**src/rtl/mcpu_pkg.sv**
```systemverilog
// mcpu shared definitions: opcodes, FSM state encoding, ALU selector.
// Imported by the core and its ALU.
package mcpu_pkg;

   typedef enum logic [3:0] {
      S_FETCH1     = 4'd0,
      S_FETCH2     = 4'd1,
      S_FETCH3     = 4'd2,
      S_DECODE     = 4'd3,
      S_EXEC_RD    = 4'd4,
      S_EXEC_WB    = 4'd5,
      S_EXEC_STORE = 4'd6,
      S_EXEC_JUMP  = 4'd7,
      S_HALT       = 4'd8
   } state_t;

   localparam logic [3:0] OP_ADD   = 4'd0;
   localparam logic [3:0] OP_OR    = 4'd1;
   localparam logic [3:0] OP_LOAD  = 4'd2;
   localparam logic [3:0] OP_STORE = 4'd3;
   localparam logic [3:0] OP_JUMP  = 4'd4;
   localparam logic [3:0] OP_MUL   = 4'd5;
   localparam logic [3:0] OP_SUB   = 4'd6;
   localparam logic [3:0] OP_AND   = 4'd7;
   localparam logic [3:0] OP_JZ    = 4'd8;
   localparam logic [3:0] OP_HALT  = 4'd9;

   typedef enum logic [2:0] {
      ALU_ADD,
      ALU_OR,
      ALU_PASS,
      ALU_MUL,
      ALU_SUB,
      ALU_AND
   } alu_op_t;

   function automatic alu_op_t alu_sel(input logic [3:0] op);
      alu_op_t r;
      r = ALU_PASS;
      case (op)
         OP_ADD:  r = ALU_ADD;
         OP_OR:   r = ALU_OR;
         OP_MUL:  r = ALU_MUL;
         OP_SUB:  r = ALU_SUB;
         OP_AND:  r = ALU_AND;
         default: r = ALU_PASS;
      endcase
      return r;
   endfunction

   // Opcodes that read a memory operand before writing AC.
   function automatic logic is_rd(input logic [3:0] op);
      return (op == OP_ADD) || (op == OP_OR) || (op == OP_LOAD) ||
             (op == OP_MUL) || (op == OP_SUB) || (op == OP_AND);
   endfunction

endpackage

```
**src/rtl/mcpu_alu.sv**
```systemverilog
// mcpu accumulator ALU: purely combinational, result truncated
// to DATA_W bits (wraps for ADD/SUB/MUL).
module mcpu_alu
   import mcpu_pkg::*;
#(
   parameter int DATA_W = 16
) (
   input  alu_op_t           op,
   input  logic [DATA_W-1:0] a,
   input  logic [DATA_W-1:0] b,
   output logic [DATA_W-1:0] y
);

   always_comb begin
      y = b;
      case (op)
         ALU_ADD:  y = a + b;
         ALU_OR:   y = a | b;
         ALU_MUL:  y = a * b;
         ALU_SUB:  y = a - b;
         ALU_AND:  y = a & b;
         default:  y = b;
      endcase
   end

endmodule

```
**src/rtl/mcpu_core.sv**
```systemverilog
// mcpu multicycle accumulator core with req/ready memory port.
// Every output comes straight from a register.
module mcpu_core
   import mcpu_pkg::*;
#(
   parameter int          DATA_W   = 16,
   parameter int          ADDR_W   = 8,
   parameter int unsigned RESET_PC = 0
) (
   input  logic              clk,
   input  logic              rst,
   output logic              mem_req,
   output logic              mem_we,
   output logic [ADDR_W-1:0] mem_addr,
   output logic [DATA_W-1:0] mem_wdata,
   input  logic [DATA_W-1:0] mem_rdata,
   input  logic              mem_ready,
   output logic              halted,
   output logic              illegal,
   output logic [3:0]        state
);

   localparam logic [ADDR_W-1:0] PC0 = ADDR_W'(RESET_PC);

   state_t            st, st_n;
   logic [ADDR_W-1:0] pc, pc_n;
   logic [DATA_W-1:0] ir, ir_n;
   logic [DATA_W-1:0] mdr, mdr_n;
   logic [DATA_W-1:0] ac, ac_n;
   logic              req_n, we_n, ill_n, halt_n;
   logic [ADDR_W-1:0] addr_n;
   logic [DATA_W-1:0] wdata_n;
   logic [DATA_W-1:0] alu_y;
   logic [3:0]        opc;
   logic [ADDR_W-1:0] opnd;
   logic              xfer;
   alu_op_t           aop;
   logic              unused_ir;

   assign opc       = ir[DATA_W-1 -: 4];
   assign opnd      = ir[ADDR_W-1:0];
   assign aop       = alu_sel(opc);
   assign xfer      = mem_req & mem_ready;
   assign state     = st;
   assign unused_ir = ^ir;

   mcpu_alu #(
      .DATA_W(DATA_W)
   ) u_alu (
      .op(aop),
      .a (ac),
      .b (mdr),
      .y (alu_y)
   );

   always_comb begin
      st_n    = st;
      pc_n    = pc;
      ir_n    = ir;
      mdr_n   = mdr;
      ac_n    = ac;
      req_n   = mem_req;
      we_n    = mem_we;
      addr_n  = mem_addr;
      wdata_n = mem_wdata;
      ill_n   = illegal;
      halt_n  = halted;
      case (st)
         S_FETCH2: begin
            if (xfer) begin
               mdr_n = mem_rdata;
               req_n = 1'b0;
               pc_n  = pc + ADDR_W'(1);
               st_n  = S_FETCH3;
            end
         end
         S_FETCH3: begin
            ir_n = mdr;
            st_n = S_DECODE;
         end
         S_DECODE: begin
            unique case (1'b1)
               is_rd(opc): begin
                  addr_n = opnd;
                  req_n  = 1'b1;
                  st_n   = S_EXEC_RD;
               end
               (opc == OP_STORE): begin
                  addr_n  = opnd;
                  wdata_n = ac;
                  we_n    = 1'b1;
                  req_n   = 1'b1;
                  st_n    = S_EXEC_STORE;
               end
               (opc == OP_JUMP),
               (opc == OP_JZ && ac == '0):
                  st_n = S_EXEC_JUMP;
               (opc == OP_JZ && ac != '0):
                  st_n = S_FETCH1;
               (opc == OP_HALT): begin
                  st_n   = S_HALT;
                  halt_n = 1'b1;
               end
               default: begin
                  ill_n = 1'b1;
                  st_n  = S_FETCH1;
               end
            endcase
         end
         S_EXEC_RD: begin
            if (xfer) begin
               mdr_n = mem_rdata;
               req_n = 1'b0;
               st_n  = S_EXEC_WB;
            end
         end
         S_EXEC_WB: begin
            ac_n = alu_y;
            st_n = S_FETCH1;
         end
         S_EXEC_STORE: begin
            if (xfer) begin
               req_n = 1'b0;
               we_n  = 1'b0;
               st_n  = S_FETCH1;
            end
         end
         S_EXEC_JUMP: begin
            pc_n = opnd;
            st_n = S_FETCH1;
         end
         S_HALT: begin
            req_n  = 1'b0;
            halt_n = 1'b1;
         end
         // FETCH1, and any unused encoding recovers through it
         default: begin
            addr_n = pc;
            we_n   = 1'b0;
            req_n  = 1'b1;
            st_n   = S_FETCH2;
         end
      endcase
   end

   always_ff @(posedge clk or negedge rst) begin
      if (!rst) begin
         st        <= S_FETCH1;
         pc        <= PC0;
         ir        <= '0;
         mdr       <= '0;
         ac        <= '0;
         mem_req   <= 1'b0;
         mem_we    <= 1'b0;
         mem_addr  <= '0;
         mem_wdata <= '0;
         illegal   <= 1'b0;
         halted    <= 1'b0;
      end else begin
         st        <= st_n;
         pc        <= pc_n;
         ir        <= ir_n;
         mdr       <= mdr_n;
         ac        <= ac_n;
         mem_req   <= req_n;
         mem_we    <= we_n;
         mem_addr  <= addr_n;
         mem_wdata <= wdata_n;
         illegal   <= ill_n;
         halted    <= halt_n;
      end
   end

endmodule

```
**config.mk**
```make
export PLATFORM = sky130hd
export DESIGN_NAME = mcpu_core
export DESIGN_NICKNAME = d
export VERILOG_FILES = /design/src/rtl/mcpu_pkg.sv /design/src/rtl/mcpu_alu.sv /design/src/rtl/mcpu_core.sv
export SDC_FILE = /design/constraint.sdc
export NUM_CORES = 1
export LEC_CHECK = 0
export CORE_ASPECT_RATIO = 0.5
export CORE_MARGIN = 8
export CORE_UTILIZATION = 50
export DETAILED_ROUTE_END_ITERATION = 12
export GPL_ROUTABILITY_DRIVEN = 0
export PLACE_DENSITY = 0.68
export SYNTH_ARGS = -nofsm -noshare
export SYNTH_HDL_FRONTEND = slang
export SYNTH_HIERARCHICAL = 1
export SYNTH_SLANG_ARGS = --single-unit
```
**constraint.sdc**
```tcl
create_clock -name clk -period 6.82 [get_ports clk]
set_input_delay 1.364 -clock clk [delete_from_list [all_inputs] [get_ports clk]]
set_output_delay 1.364 -clock clk [all_outputs]
set_load 0.05 [all_outputs]
```
==> impl_metrics.py <==
metrics = {
    "status": {
        "run_status": "completed",
    },
    "place": {
        "hpwl_um": 19240,
        "port_buffers": 50,
        "dpl_worst_slack_ns": 0.5955,
        "dpl_cell_area_mm2": 0.01018,
        "placed_cells": 1305,
    },
    "clocking": {
        "ctsHoldBuffers": 0,
        "cts_resized": 0,
        "path_clk_slew_ns": 0.06,
        "clk_latency_ns": 0.34,
        "cts_buffer_depth": 2,
        "cts-root-buf": "clkbuf_16",
        "h-tree-depth": 3,
        "cts.sinks": 84,
        "cts_setup_buffers": 0,
        "cts_tree": "built",
        "numCtsBuffers": 9,
    },
    "synthesis": {
        "syn_nets": 1195,
        "syn-cell-area_mm2": 0.009448,
        "synth-main-ff-cell": "dfrtp_1",
        "synth-compound-area-share_pct": 10.53,
        "synth_fa_ha_area_share_pct": 26.70,
        "postSynth.asyncResetShare_pct": 100.0,
        "synth_cells": 1027,
        "synth_edf_count": 0,
        "synth_xor_area_share_pct": 6.397,
        "yosysMostFrequentCell": "inv_1",
        "yosys.area.top_type_share_pct": 22.25,
        "yosys_warnings": 6,
        "netlist_top_cells_count": "129 x inv_1, 101 x nand2_1, 84 x dfrtp_1",
        "synth-simple-area-share_pct": 16.63,
        "synth_top_family_by_area": "adder cells",
        "synth.distinct_cells": 74,
        "yosysTopAreaCell": "dfrtp_1",
        "synth_seq_cells": 84,
        "synth.avg_cell_area_um2": 9.199,
        "synth_mux_area_share_pct": 9.747,
        "yosys-top-cells-area": "dfrtp_1 22%, fa_1 17%, ha_1 9.0%",
        "yosysSeqAreaShare_pct": 22.25,
    },
    "timing": {
        "slew_violations": 0,
        "fmax_mhz": 160.1,
        "hold_violations": 0,
        "setup_violations": 0,
        "fin_crit_ns": 6.246,
        "period_share_pct": 91.59,
        "setup_ws_ns": 0.5739,
        "hold_slack_ns": 0.4710,
        "slew_headroom_pct": 28.56,
        "tightest_slew_ns": 1.072,
        "rsz0062_at_grt": "no",
        "finalClockSkew_ns": 0.005157,
        "setup_tns_ns": 0,
    },
    "layout": {
        "finalNonFillerCells": 1321,
        "drive_gt1_share_pct": 12.24,
        "syn2layout_area_growth_pct": 11.23,
        "fin_util_pct": 56.87,
        "fin_area_mm2": 0.01051,
        "fin_nets": 1225,
        "diodes": 0,
    },
    "worst_setup_path": {
        "startpoint": "mdr[3]",
        "crit_type": "flop to flop",
        "cp_max_fo": 19,
        "crit_end": "ac[15]",
        "required_ns": 7.04,
        "r2r-start": "mdr[3]",
        "rrSetupSlack_ns": 0.57,
        "reg2regPathDepth": 17,
        "end_kind": "flop",
        "worstReg2RegEnd": "ac[15]",
        "start_kind": "flop",
        "cp.arrival_ns": 6.47,
    },
    "global_routing": {
        "grt_max_degree": 85,
        "track_usage_pct": 21.93,
        "grt_pass1_wl_um": 41540,
        "grt_overflow": 0,
        "antenna_found_initial": 0,
        "grt_pass1_vias": 7810,
    },
    "routing": {
        "via_count": 7546,
        "drt-total-wl_um": 25650,
        "drc": 0,
        "ant_nets": 0,
        "drt-pass1-iter-count": 5,
        "vias_per_cell": 5.712,
        "drt_iter0_markers": 554,
        "wl_per_cell_um": 19.42,
    },
    "power_and_ir_drop": {
        "p_leak_nw": 4.938,
        "ir_drop_mv": 0.1338,
        "total_power_mw": 1.058,
        "pwr_density_cell_mw_per_mm2": 100.7,
    },
    "die": {
        "fp.dieW_um": 210.4,
        "initial_core_util_pct": 51.12,
        "core_area_mm2": 0.01848,
        "rows": 35,
        "dieArea_mm2": 0.02382,
        "die_h_um": 113.2,
        "io_pins": 51,
    },
    "worst_hold_path": {
        "min_from": "halted",
        "hold_path_class": "flop to flop",
    },
    "flow_run": {
        "maxCapViolations": 0,
    },
}
-- kinds of logic (layout without fill, tap and decap cells) --
family	Yosys count	count (layout)
buffers and inverters	181	216
adders and majority gates	154	154
AOI/OAI and AO/OA	157	157
DFF	84	84
and+or+nand+nor	308	308
xor gates and xnor gates	64	64
muxes	79	79
-- state kept, by name, summed over array words and instances, names as in the netlist --
register,cells
mem_req,1
mem_wdata,16
illegal,1
ir,12
mem_we,1
ac,16
mem_addr,8
state,4
halted,1
pc,8
mdr,16
-- per-layer routing --
metal	wire [um]	GRT usage, %	up-vias	part of all wire [%]
met5	0	0	-	0
met4	495	6.401	0	1.9
met3	1966	4.636	43	7.7
met2	11680	35.38	290	46
met1	11510	29.46	3740	45
li1	-	-	3473	-
-- how the worst min path moves through the flow --
stage | slack [ns] | depth (start not counted) | endpoint
2_1_floorplan | 0.46 | 2 | pc[2]
3_3_place_gp | 0.46 | 1 | halted
3_5_place_dp | 0.45 | 1 | halted
4_1_cts | 0.48 | 1 | halted
5_1_grt | 0.51 | 1 | halted
6_report | 0.47 | 1 | halted
-- where the power goes --
group / leakage (nW) / internal [mW] / switching (mW)
sequential: 1.14 / 0.498 / 0
clock: 0.160 / 0.342 / 0.197
combinational: 3.64 / 0.00907 / 0.0118
total: 4.94 / 0.849 / 0.209
-- worst max-delay path, stage by stage (launching register included) --
cell and delay, ns:
dfrtp_1 0.82, nand2_1 0.15, fa_1 0.49, fa_1 0.54, inv_1 0.06, fa_1 0.49
fa_1 0.52, fa_1 0.54, inv_1 0.05, fa_1 0.53, inv_1 0.04, ha_1 0.35
a21boi_0 0.27, nor3_1 0.15, or4_1 0.54, a21oi_1 0.16, o221ai_1 0.15, mux2_2 0.28
-- cells in the final DEF, fill, tap and decap left out, types with 8 or more instances in the layout --
cell,n
nand2_1,101
clkdlybuf4s50_1,49
nor3_1,16
buf_4,22
mux2_2,63
fa_1,81
inv_1,129
and2_1,69
mux2_4,10
clkbuf_16,9
o21ai_0,27
nor2_1,44
ha_1,68
nand3_1,23
o211ai_1,11
a31oi_1,9
a21oi_1,47
and3_1,8
o21ai_1,11
xor2_1,19
xnor2_1,40
dfrtp_1,84
-- layout make-up --
type                       instances  area [um^2]
inverter                         129        484.2
timing repair buffer              71        655.6
multi-input combinational        762         6614
fill                            1649         7971
tap                              259        324.1
sequential                        84         2102
clock inverter                     3        68.82
clock buffer                      13        260.3
Note: power is estimated with default switching activity, not from simulation.
